File: src/rtl/prog_load_ctrl.sv
// UART program-load sequencer: owns CPU/programmer resets, debounces the load
// request and steers memory write ports between the programmer and the CPU.
module prog_load_ctrl #(
   parameter int unsigned DEBOUNCE     = 4,
   parameter int unsigned ARM_TIMEOUT  = 1000,
   parameter int unsigned DRAIN_CYCLES = 8
) (
   input  logic        clock,
   input  logic        reset,
   input  logic        start_pg,
   input  logic        upg_wen,
   input  logic [14:0] upg_adr,
   input  logic [31:0] upg_dat,
   input  logic        upg_done,
   input  logic        cpu_wen,
   input  logic [31:0] cpu_adr,
   input  logic [31:0] cpu_dat,
   output logic        cpu_rst,
   output logic        upg_rst,
   output logic        rom_wen,
   output logic        ram_wen,
   output logic [31:0] ram_adr,
   output logic [31:0] ram_dat,
   output logic [14:0] rom_words,
   output logic [14:0] ram_words,
   output logic        loading,
   output logic        load_err
);

   localparam int unsigned DEB_W    = $clog2(DEBOUNCE + 1);
   localparam int unsigned CYC_MAX  = (ARM_TIMEOUT > DRAIN_CYCLES) ? ARM_TIMEOUT : DRAIN_CYCLES;
   localparam int unsigned CYC_W    = $clog2(CYC_MAX + 1);
   localparam int unsigned WORD_W   = 15;
   localparam int unsigned WORD_MAX = 16384;

   typedef enum logic [1:0] {ST_RUN, ST_ARM, ST_LOAD, ST_DRAIN} state_t;

   state_t             state;
   state_t             next_state;
   logic [DEB_W-1:0]   deb_cnt;
   logic               released;
   logic [CYC_W-1:0]   cyc_cnt;
   logic               arm_c;
   logic               in_upg_c;
   logic               wr_c;
   logic               tmo_c;
   logic               drain_done_c;

   assign arm_c        = (state == ST_RUN) && start_pg && released
                         && (deb_cnt == DEB_W'(DEBOUNCE - 1));
   assign in_upg_c     = (state == ST_ARM) || (state == ST_LOAD);
   assign wr_c         = in_upg_c && upg_wen;
   assign tmo_c        = (state == ST_ARM) && (cyc_cnt == CYC_W'(ARM_TIMEOUT - 1));
   assign drain_done_c = (state == ST_DRAIN) && (cyc_cnt == CYC_W'(DRAIN_CYCLES - 1));

   // State register
   always_ff @(posedge clock or posedge reset) begin
      if (reset) state <= ST_RUN;
      else       state <= next_state;
   end

   // Next-state logic; a write in ARM takes priority over done/timeout
   always_comb begin
      next_state = state;
      case (state)
         ST_RUN:   if (arm_c) next_state = ST_ARM;
         ST_ARM: begin
            if (upg_wen)       next_state = upg_done ? ST_DRAIN : ST_LOAD;
            else if (upg_done) next_state = ST_DRAIN;
            else if (tmo_c)    next_state = ST_RUN;
         end
         ST_LOAD:  if (upg_done) next_state = ST_DRAIN;
         ST_DRAIN: if (drain_done_c) next_state = ST_RUN;
         default:  next_state = ST_RUN;
      endcase
   end

   // Port steering, combinational from the registered state
   always_comb begin
      rom_wen = 1'b0;
      ram_wen = 1'b0;
      ram_adr = cpu_adr;
      ram_dat = cpu_dat;
      case (state)
         ST_RUN: ram_wen = cpu_wen;
         ST_ARM, ST_LOAD: begin
            ram_adr = {17'b0, upg_adr};
            ram_dat = upg_dat;
            ram_wen = upg_wen & upg_adr[14];
            rom_wen = upg_wen & ~upg_adr[14];
         end
         default: ;
      endcase
   end

   // Debounce: counts only in RUN; re-arm requires a release first
   always_ff @(posedge clock or posedge reset) begin
      if (reset) begin
         deb_cnt  <= '0;
         released <= 1'b1;
      end else begin
         if (state != ST_RUN || !start_pg)           deb_cnt <= '0;
         else if (deb_cnt != DEB_W'(DEBOUNCE - 1))   deb_cnt <= deb_cnt + DEB_W'(1);
         if (arm_c)          released <= 1'b0;
         else if (!start_pg) released <= 1'b1;
      end
   end

   // Shared cycle counter for ARM timeout and DRAIN length
   always_ff @(posedge clock or posedge reset) begin
      if (reset)                                        cyc_cnt <= '0;
      else if (state != next_state)                     cyc_cnt <= '0;
      else if (state == ST_ARM || state == ST_DRAIN)    cyc_cnt <= cyc_cnt + CYC_W'(1);
   end

   // Word counters and sticky error flag, cleared on arming
   always_ff @(posedge clock or posedge reset) begin
      if (reset) begin
         rom_words <= '0;
         ram_words <= '0;
         load_err  <= 1'b0;
      end else if (arm_c) begin
         rom_words <= '0;
         ram_words <= '0;
         load_err  <= 1'b0;
      end else begin
         if (wr_c && !upg_adr[14] && rom_words != WORD_W'(WORD_MAX))
            rom_words <= rom_words + WORD_W'(1);
         if (wr_c && upg_adr[14] && ram_words != WORD_W'(WORD_MAX))
            ram_words <= ram_words + WORD_W'(1);
         if (state == ST_ARM && !upg_wen && (upg_done || tmo_c))
            load_err <= 1'b1;
      end
   end

   // Registered reset/status outputs track the next state
   always_ff @(posedge clock or posedge reset) begin
      if (reset) begin
         cpu_rst <= 1'b1;
         upg_rst <= 1'b1;
         loading <= 1'b0;
      end else begin
         cpu_rst <= (next_state != ST_RUN);
         upg_rst <= !(next_state == ST_ARM || next_state == ST_LOAD);
         loading <= (next_state != ST_RUN);
      end
   end

endmodule

File: config.mk
export PLATFORM = sky130hd
export DESIGN_NAME = prog_load_ctrl
export DESIGN_NICKNAME = d
export VERILOG_FILES = /design/src/rtl/prog_load_ctrl.sv
export SDC_FILE = /design/constraint.sdc
export NUM_CORES = 1
export LEC_CHECK = 0
export BUFFER_PORTS_ARGS = -buffer_cell sky130_fd_sc_hd__clkbuf_2
export CORE_ASPECT_RATIO = 2
export CORE_MARGIN = 4
export CORE_UTILIZATION = 42
export DETAILED_ROUTE_END_ITERATION = 8
export GPL_ROUTABILITY_DRIVEN = 0
export GPL_TIMING_DRIVEN = 0
export HOLD_SLACK_MARGIN = 0.12
export PLACE_DENSITY = 0.79
export SYNTH_ARGS = -nofsm -noshare
export SYNTH_HDL_FRONTEND = slang
export SYNTH_SLANG_ARGS = --single-unit
File: constraint.sdc
create_clock -name clock -period 2.8 [get_ports clock]
set_clock_uncertainty 0.05 [all_clocks]
set_input_delay 0.42 -clock clock [delete_from_list [all_inputs] [get_ports clock]]
set_output_delay 0.42 -clock clock [all_outputs]
set_load 0.005 [all_outputs]
# Word-level counts from Yosys, hierarchy flattened
# Cells that the tools add are included.
# word_totals
inputBits	117
wordCells	84
output_inout_bits	100
register_bits	50
# op_classes
bitwise_logic	3
n_reduce_logical	30
eq_ne	13
n_mux	24
addsub	4
# ops
operator	count
32-bit two-way mux	2
15-bit two-way mux	4
15-bit by 1-bit adder with 15-bit output, second input constant	2
15-bit inequality test, second input constant	2
10-bit two-way mux	2
2-bit nonzero test	7
1-bit logical AND	12
2-bit two-way mux	6
10-bit by 1-bit adder with 10-bit output, second input constant	1
10-bit == test, second input constant	1
10-bit by 3-bit == test with 1-bit output, second input constant	1
2-bit one-hot mux with 4 select lines	1
2-bit == test, second input constant	3
1-bit two-way mux	6
3-bit two-way mux	2
1-bit logical OR	5
2-bit by 1-bit == test with 1-bit output, second input constant	2
1-bit logical NOT	4
3-bit by 1-bit adder with 3-bit output, second input constant	1
3-bit by 2-bit == test with 1-bit output, second input constant	1
3-bit by 2-bit inequality test with 1-bit output, second input constant	1
1-bit bitwise AND	2
2-bit logical NOT	1
2-bit by 1-bit inequality test with 1-bit output, second input constant	1
other kinds (4)	4

# Depth between registers and ports, before layout
# Gate-level depths: netlist of the first run.
# depth
word_depth	9
ltp_mapped	10
depth_no_buf	8

# Worst setup path before layout of the first run
# Ideal clock, no wire load.
# synth_timing
kind	register to output
startpoint	register state[1]
endpoint	output ram_adr[0]
arrival_time_ns	1.876
n_path_buf	2
path_stages_with_launch	6
slack_ns	0.454
path_cell_list	dfrtp_1 inv_1 ha_1 clkbuf_1 clkbuf_1 mux2_2
# synth_via
elab_chain_len	3
# synth_rtl
element	line	text
start: declaration	38	state_t state;
start signal: assignment	59	else state <= next_state;
2-bit == test / 2-bit by 1-bit == test with 1-bit output (equally long branches)	84	case (state)
2-bit OR reduction *	84	
32-bit two-way mux *	84	
end: declaration	22	output logic [31:0] ram_adr,
# Every way passes the cells marked *; elsewhere a longest branch is shown, timed or not.

# Worst setup path after layout of the first run
# layout_timing
startpoint	register state[1]
endpoint	output ram_dat[30]
# layout_via
elab_chain_len	3
# layout_rtl
element	line	text
2-bit == test / 2-bit by 1-bit == test with 1-bit output (equally long branches)	84	
2-bit OR reduction *	84	
32-bit two-way mux *	84	
end: declaration	23	output logic [31:0] ram_dat,
# Marks and branches as above.

==> reports/results.tsv, run 1 <==
stage	metric	value	unit
routing	detail-route-antenna-nets	0	
placed_design	post-dp-hpwl	11380	um
routing	wirelength	13470	um
routing	wire_per_inst	19.19	um
floorplan	num_rows	47	
power_and_ir_drop	peakVddDrop	0.5764	mV
placed_design	portBuffers	216	
cts	cts_buffer_depth	2	
setup_path	worst_setup_path_start_kind	flip-flop	
yosys	synthCells	378	
power_and_ir_drop	total_leakage_power	2.492	nW
floorplan	start_util	42.74	%
yosys	synthFlopType	dfrtp_1	
cts	cts_num_sinks	50	
yosys	avgSynthCellArea	9.308	um2
final_layout	final_cells	702	
setup_path	crit_fanout	10	
final_layout	n_antenna_cell	0	
global_routing	overflow	0	
setup_path	reg2reg_slack	0.18	ns
yosys	syn_area	0.003518	mm2
yosys	synth_edf_count	0	
final_layout	fillers	704	
yosys	ys_warn_count	0	
cts	cts_tree	done	
cts	root_buffer	clkbuf_16	
job	drv_cap	0	
setup_path	critical_path_class	reg -> out	
cts	htree_levels	2	
routing	num_vias	3999	
global_routing	grt_pass1_vias	3951	
power_and_ir_drop	p_per_area	871.6	mW/mm2
global_routing	track_usage	27.26	%
placed_design	place_ws	-0.2457	ns
sta	final-setup-viol-count	0	
sta	fin_crit	2.690	ns
setup_path	cp.required	2.33	ns
outcome	run_status	finished, final reports clean	
placed_design	dp.cells	693	
floorplan	die_area	0.009994	mm2
final_layout	drive_gt1_share	49.01	%
routing	drt_iter0_drc	348	
global_routing	antenna_found_initial	0	
hold_path	hp-class	in -> reg	
sta	slew_headroom	43.06	%
sta	rsz0062_at_grt	false	
yosys	synth-seq-cells	50	
setup_path	cp_data_arrival_time	2.22	ns
yosys	synth_nets	508	
sta	clock.fmax	371.7	MHz
yosys	synth.distinct_cells	47	
yosys	synth_seq_area_share	35.67	%
floorplan	dieWidth	72.72	um
floorplan	core	0.008233	mm2
cts	clk_latency	0.29	ns
final_layout	fin_nets	733	
routing	vias_per_cell	5.697	
yosys	async_flop_share	100.0	%
global_routing	grt_max_degree	42	
sta	setup_slack	0.1099	ns
floorplan	die_h	137.4	um
sta	fin_crit_sh	96.08	%
routing	remaining_drc_errors	0	
final_layout	synthToLayoutAreaGrowth	39.79	%
sta	hold_viol_final	0	
global_routing	grt_pass1_wl	20290	um
sta	tightest_slew	0.8504	ns
cts	cts_inserted_buffers	5	
sta	drv_slew	0	
setup_path	end_kind	primary output	
routing	dr.pass1.iters	5	
cts	path_clk_slew	0.06	ns
floorplan	io-pin-count	217	
power by group:
part	internal [mW]	switching [mW]
Combinational	1.31	1.37
Sequential	0.847	0.144
Clock	0.357	0.254
per-layer routing:
metal,vias to the layer above,track usage (%),wire (um)
met2,265,48.79,6844
met1,1887,30.89,4786
met4,0,10.68,408
met5,-,0,0
met3,21,5.625,1431
li1,1826,-,-
cell usage in the layout (no fill, tap or decap), types with 2 or more instances in the layout:
cell type  count
clkbuf_2     216
mux2_2        47
dfrtp_1       45
nor2_1        27
nand2_1       24
nor4_1        18
nor2b_1       18
inv_1         17
nand3_1       16
a21oi_1       16
o21ai_0       14
ha_1          13
xor2_1        12
clkbuf_1      11
xnor2_1       10
nand4_1        8
or3_1          8
a31oi_1        8
nor3_1         6
and4_1         5
clkbuf_16      5
buf_2          4
a31o_2         4
clkbuf_4       4
or4_1          3
and3_1         3
a41o_1         3
o31ai_1        3
mux2i_1        3
dfstp_2        3
nand3b_1       2
or2_2          2
o21a_1         2
and2_1         2
dfrtp_2        2
critical path: stages, from the launching register on:
cell and delay (ns):
dfrtp_2 0.45, inv_1 0.12, ha_1 0.35, clkbuf_4 0.26, clkbuf_4 0.27, mux2_2 0.37, clkbuf_2 0.12
cells by family (layout without fill, tap and decap cells):
group	Yosys count	in the layout	share of synthesized area [%]
flip-flops	50	50	35.67
buffers and inverters	35	261	3.805
multiplexers	50	50	15.90
AND/OR/NAND/NOR	150	150	23.68
XOR/XNOR	22	22	5.476
AO/OA/AOI/OAI	58	58	10.85
adder cells (fa/ha/maj)	13	13	4.623
sequential cells by signal (all words and copies together) (netlist names):
signal / flops
rom_words: 15
ram_words: 15
released: 1
cpu_rst: 1
deb_cnt: 3
upg_rst: 1
loading: 1
state: 2
load_err: 1
cyc_cnt: 10
path summary, 6_finish.rpt:
path / from / end / depth (start not counted)
max: state[1]$_DFF_PP0_ / ram_dat[30] / 6
min: start_pg / released$_DFFE_PP1P_ / 2
max reg2reg: state[0]$_DFF_PP0_ / ram_words[10]$_DFFE_PP0P_ / 7
min reg2reg: released$_DFFE_PP1P_ / released$_DFFE_PP1P_ / 2
max in group asynchronous: reset / cpu_rst$_DFF_PP1_ / 4
min in group asynchronous: reset / ram_words[10]$_DFFE_PP0P_ / 3
synth_stat cells (2+ instances only):
cell type	n	share of area (%)
a21oi_1	16	2.3
a31o_2	4	1.0
a31oi_1	8	1.4
a41o_1	3	0.85
and2_1	2	0.36
and3_1	3	0.53
and4_1	5	1.2
buf_2	2	0.28
clkbuf_1	15	1.6
dfrtp_1	47	33
dfstp_2	3	2.2
ha_1	13	4.6
inv_1	18	1.9
mux2_2	47	15
mux2i_1	3	0.85
nand2_1	24	2.6
nand3_1	16	2.3
nand3b_1	2	0.43
nand4_1	8	1.4
nor2_1	27	2.9
nor2b_1	18	3.2
nor3_1	6	0.85
nor4_1	18	3.2
o21a_1	2	0.43
o21ai_0	14	2.0
o31ai_1	3	0.64
or2_2	2	0.36
or3_1	8	1.4
or4_1	3	0.64
xnor2_1	10	2.5
xor2_1	12	3.0
through the flow:
stage          power [mW]  area, um2  setup TNS (ns)  utilization (%)  hold slack (ns)
6_report            4.287       4918               0            59.74           0.2451
5_1_grt             4.597       4918               0            59.74           0.2448
4_1_cts             4.311       4913               0            59.68           0.2402
3_5_place_dp        3.625       4742          -6.970            57.60           0.2886
3_3_place_gp        3.554       4722          -4.647            57.36           0.4026
2_1_floorplan       2.563       3518               0                -           0.3940
cell type report:
class	count	area, um2	share of cell area (%)
sequential	50	1257	25.57
multi-input combinational	293	2130	43.30
inverter	18	67.56	1.374
clock buffer	8	146.4	2.976
buffer	17	83.83	1.704
timing repair buffer	218	1111	22.59
tap	98	122.6	2.493
timing repair:
action | 4_1_cts | 5_1_grt
gates resized for setup | 9 | 6
setup buffers | 0 | 0
hold buffers | 1 | 0
endpoints found under the setup margin | 64 | 44
hold endpoints to repair | 9 | 0
Power figures use the tool's default switching activity.
==> run 2, diff against run 1 <==
==> config.mk (replaced) <==
export PLATFORM = sky130hd
export DESIGN_NAME = prog_load_ctrl
export DESIGN_NICKNAME = d
export VERILOG_FILES = /design/src/rtl/prog_load_ctrl.sv
export SDC_FILE = /design/constraint.sdc
export NUM_CORES = 1
export LEC_CHECK = 0
export CORE_ASPECT_RATIO = 2
export CORE_MARGIN = 4
export CORE_UTILIZATION = 42
export DETAILED_ROUTE_END_ITERATION = 8
export DONT_BUFFER_PORTS = 1
export GPL_ROUTABILITY_DRIVEN = 0
export GPL_TIMING_DRIVEN = 0
export HOLD_SLACK_MARGIN = 0.12
export SYNTH_ARGS = -nofsm -noshare
export SYNTH_HDL_FRONTEND = slang
export SYNTH_SLANG_ARGS = --single-unit
==> reports/results.tsv, run 2 (synthesis gave the netlist of run 1 again) <==
stage	metric	value	unit	change
setup_path	cp.required	2.33	ns	about the same
routing	drt_iter0_drc	140		-60%
cts	cts_num_sinks	50		unchanged
floorplan	die_area	0.009994	mm2	unchanged
global_routing	overflow	0		unchanged
setup_path	critical_path_class	reg -> out		
setup_path	startpoint	state[1]$_DFF_PP0_		
setup_path	critPathMaxStageDelay	0.50	ns	+0.05 ns
sta	tightest_slew	0.8871	ns	+0.03667 ns
placed_design	dp.cells	477		-31%
final_layout	seqCellArea	0.001255	mm2	-0.20%
final_layout	final_cells	492		-30%
routing	detail-route-antenna-nets	0		unchanged
global_routing	antenna_found_initial	4		+4
sta	setup_slack	0.06690	ns	-0.04295 ns
setup_path	cp_data_arrival_time	2.26	ns	+0.04 ns
floorplan	io-pin-count	217		unchanged
final_layout	final_cell_mix	47 x mux2_2, 47 x dfrtp_1, 27 x nor2_1, 24 x nand2_1		
final_layout	largestRegisters	ram_words x15, rom_words x15, cyc_cnt x10		
final_layout	fillers	816		+16%
floorplan	die_h	137.4	um	unchanged
final_layout	multi_input_area	0.002130	mm2	unchanged
setup_path	crit_path_top_delay_cell	dfrtp_1		
routing	vias_per_cell	6.327		+11%
setup_path	end_kind	primary output		
sta	fin_crit_sh	97.61	%	+1.5 points
cts	cts_inserted_buffers	5		unchanged
sta	clock.fmax	365.9	MHz	-1.6%
final_layout	fin_nets	518		-29%
placed_design	portBuffers	0		-100%
floorplan	core	0.008233	mm2	unchanged
setup_path	reg2reg_from	state[1]$_DFF_PP0_		
cts	htree_levels	2		unchanged
routing	remaining_drc_errors	0		unchanged
cts	cts_buffer_depth	2		unchanged
routing	wire_per_inst	24.82	um	+29%
global_routing	grt_pass1_vias	3133		-21%
routing	num_vias	3113		-22%
power_and_ir_drop	p_per_area	961.0	mW/mm2	+10%
cts	clk_latency	0.29	ns	about the same
sta	hold_viol_final	0		unchanged
setup_path	critPathBufInv	3		-1
final_layout	final_cell_area	0.003874	mm2	-21%
cts	cts_setup_buffers	0		unchanged
setup_path	reg2reg_slack	0.20	ns	+0.02 ns
floorplan	num_rows	47		unchanged
routing	dr.pass1.iters	4		-1
final_layout	drive_gt1_share	20.57	%	-28 points
hold_path	hp-class	in -> reg		
placed_design	post_dp_cell_area	0.003661	mm2	-23%
final_layout	synthToLayoutAreaGrowth	10.10	%	
floorplan	start_util	42.74	%	unchanged
setup_path	critPathTopFamily	buffers and inverters		
cts	cts_tree	done		
floorplan	dieWidth	72.72	um	unchanged
power_and_ir_drop	total_leakage_power	1.597	nW	-36%
hold_path	hold_start	start_pg		
sta	drv_slew	0		unchanged
routing	wirelength	12210	um	-9.3%
job	drv_cap	0		unchanged
sta	fin_crit	2.733	ns	+0.04295 ns
power_and_ir_drop	p_total	3.722	mW	-13%
placed_design	post-dp-hpwl	10390	um	-8.7%
cts	root_buffer	clkbuf_16		
power_and_ir_drop	peakVddDrop	0.7605	mV	+32%
global_routing	grt_max_degree	30		-29%
setup_path	worst_setup_path_start_kind	flip-flop		
placed_design	place_ws	-0.04141	ns	+0.2043 ns
outcome	run_status	finished, final reports clean		
setup_path	crit_chain	inv_1 > ha_1 > clkbuf_2 > clkbuf_4 > mux2_2		
cts	path_clk_slew	0.07	ns	about the same
global_routing	track_usage	24.12	%	-3.1 points
global_routing	grt_pass1_wl	17790	um	-12%
sta	finalSetupTns	0	ns	unchanged
setup_path	crit_fanout	10		unchanged
sta	final-setup-viol-count	0		unchanged
sta	slew_headroom	40.60	%	-2.5 points
[run 2: cell types whose count changed in the layout (fill, tap and decap cells not counted), sizes merged]
cell	change
clkbuf	-219
dlygate4sd3	+1
clkinv	+2
diode	+5
bufinv	+1
[run 2: what timing repair did]
| item | CTS | global route |
|---|---|---|
| hold buffers | 2 | 0 |
| endpoints found under the hold margin | 21 | 0 |
| setup endpoints to repair | 50 | 45 |
| gates resized for setup | 3 | 14 |
[run 2: power by group]
group	switching (mW)	leakage (nW)	internal, mW
Clock	0.267	0.0836	0.418
Sequential	0.165	0.658	0.844
Combinational	1.15	0.855	0.883
Total	1.58	1.60	2.15
[run 2: area by class of cell]
class,instances,area share (%)
inverters,18,1.744
plain buffers,17,2.099
flip-flops and latches,50,32.40
diodes,5,0.3230
multi-input cells,293,54.97
repair buffers,3,1.034
clock inverters,3,1.034
clock buffers,5,3.230
well taps,98,3.165
[run 2: path summary, 6_finish.rpt]
check,to,depth (start not counted)
min,deb_cnt[2]$_DFFE_PP0P_,2
min reg2reg,released$_DFFE_PP1P_,2
min in group asynchronous,ram_words[8]$_DFFE_PP0P_,2
max in group asynchronous,cpu_rst$_DFF_PP1_,3
max reg2reg,ram_words[8]$_DFFE_PP0P_,7
max,ram_dat[7],5
[run 2: through the flow]
| stage | hold slack (ns) | util, % |
|---|---|---|
| finish | 0.2496 | 47.05 |
| floorplan | 0.3940 | - |
| detailed placement | 0.3107 | 44.47 |
| CTS | 0.2493 | 46.76 |
| global route | 0.2651 | 46.96 |
| global placement | 0.4023 | 44.22 |
[run 2: routing by layer]
metal / wire (um) / vias to the layer above / GRT usage (%)
met5: 27 / - / 0
met4: 421 / 4 / 10.27
met3: 978 / 25 / 6.793
met2: 6593 / 168 / 44.62
met1: 4191 / 1518 / 24.48
li1: - / 1398 / -
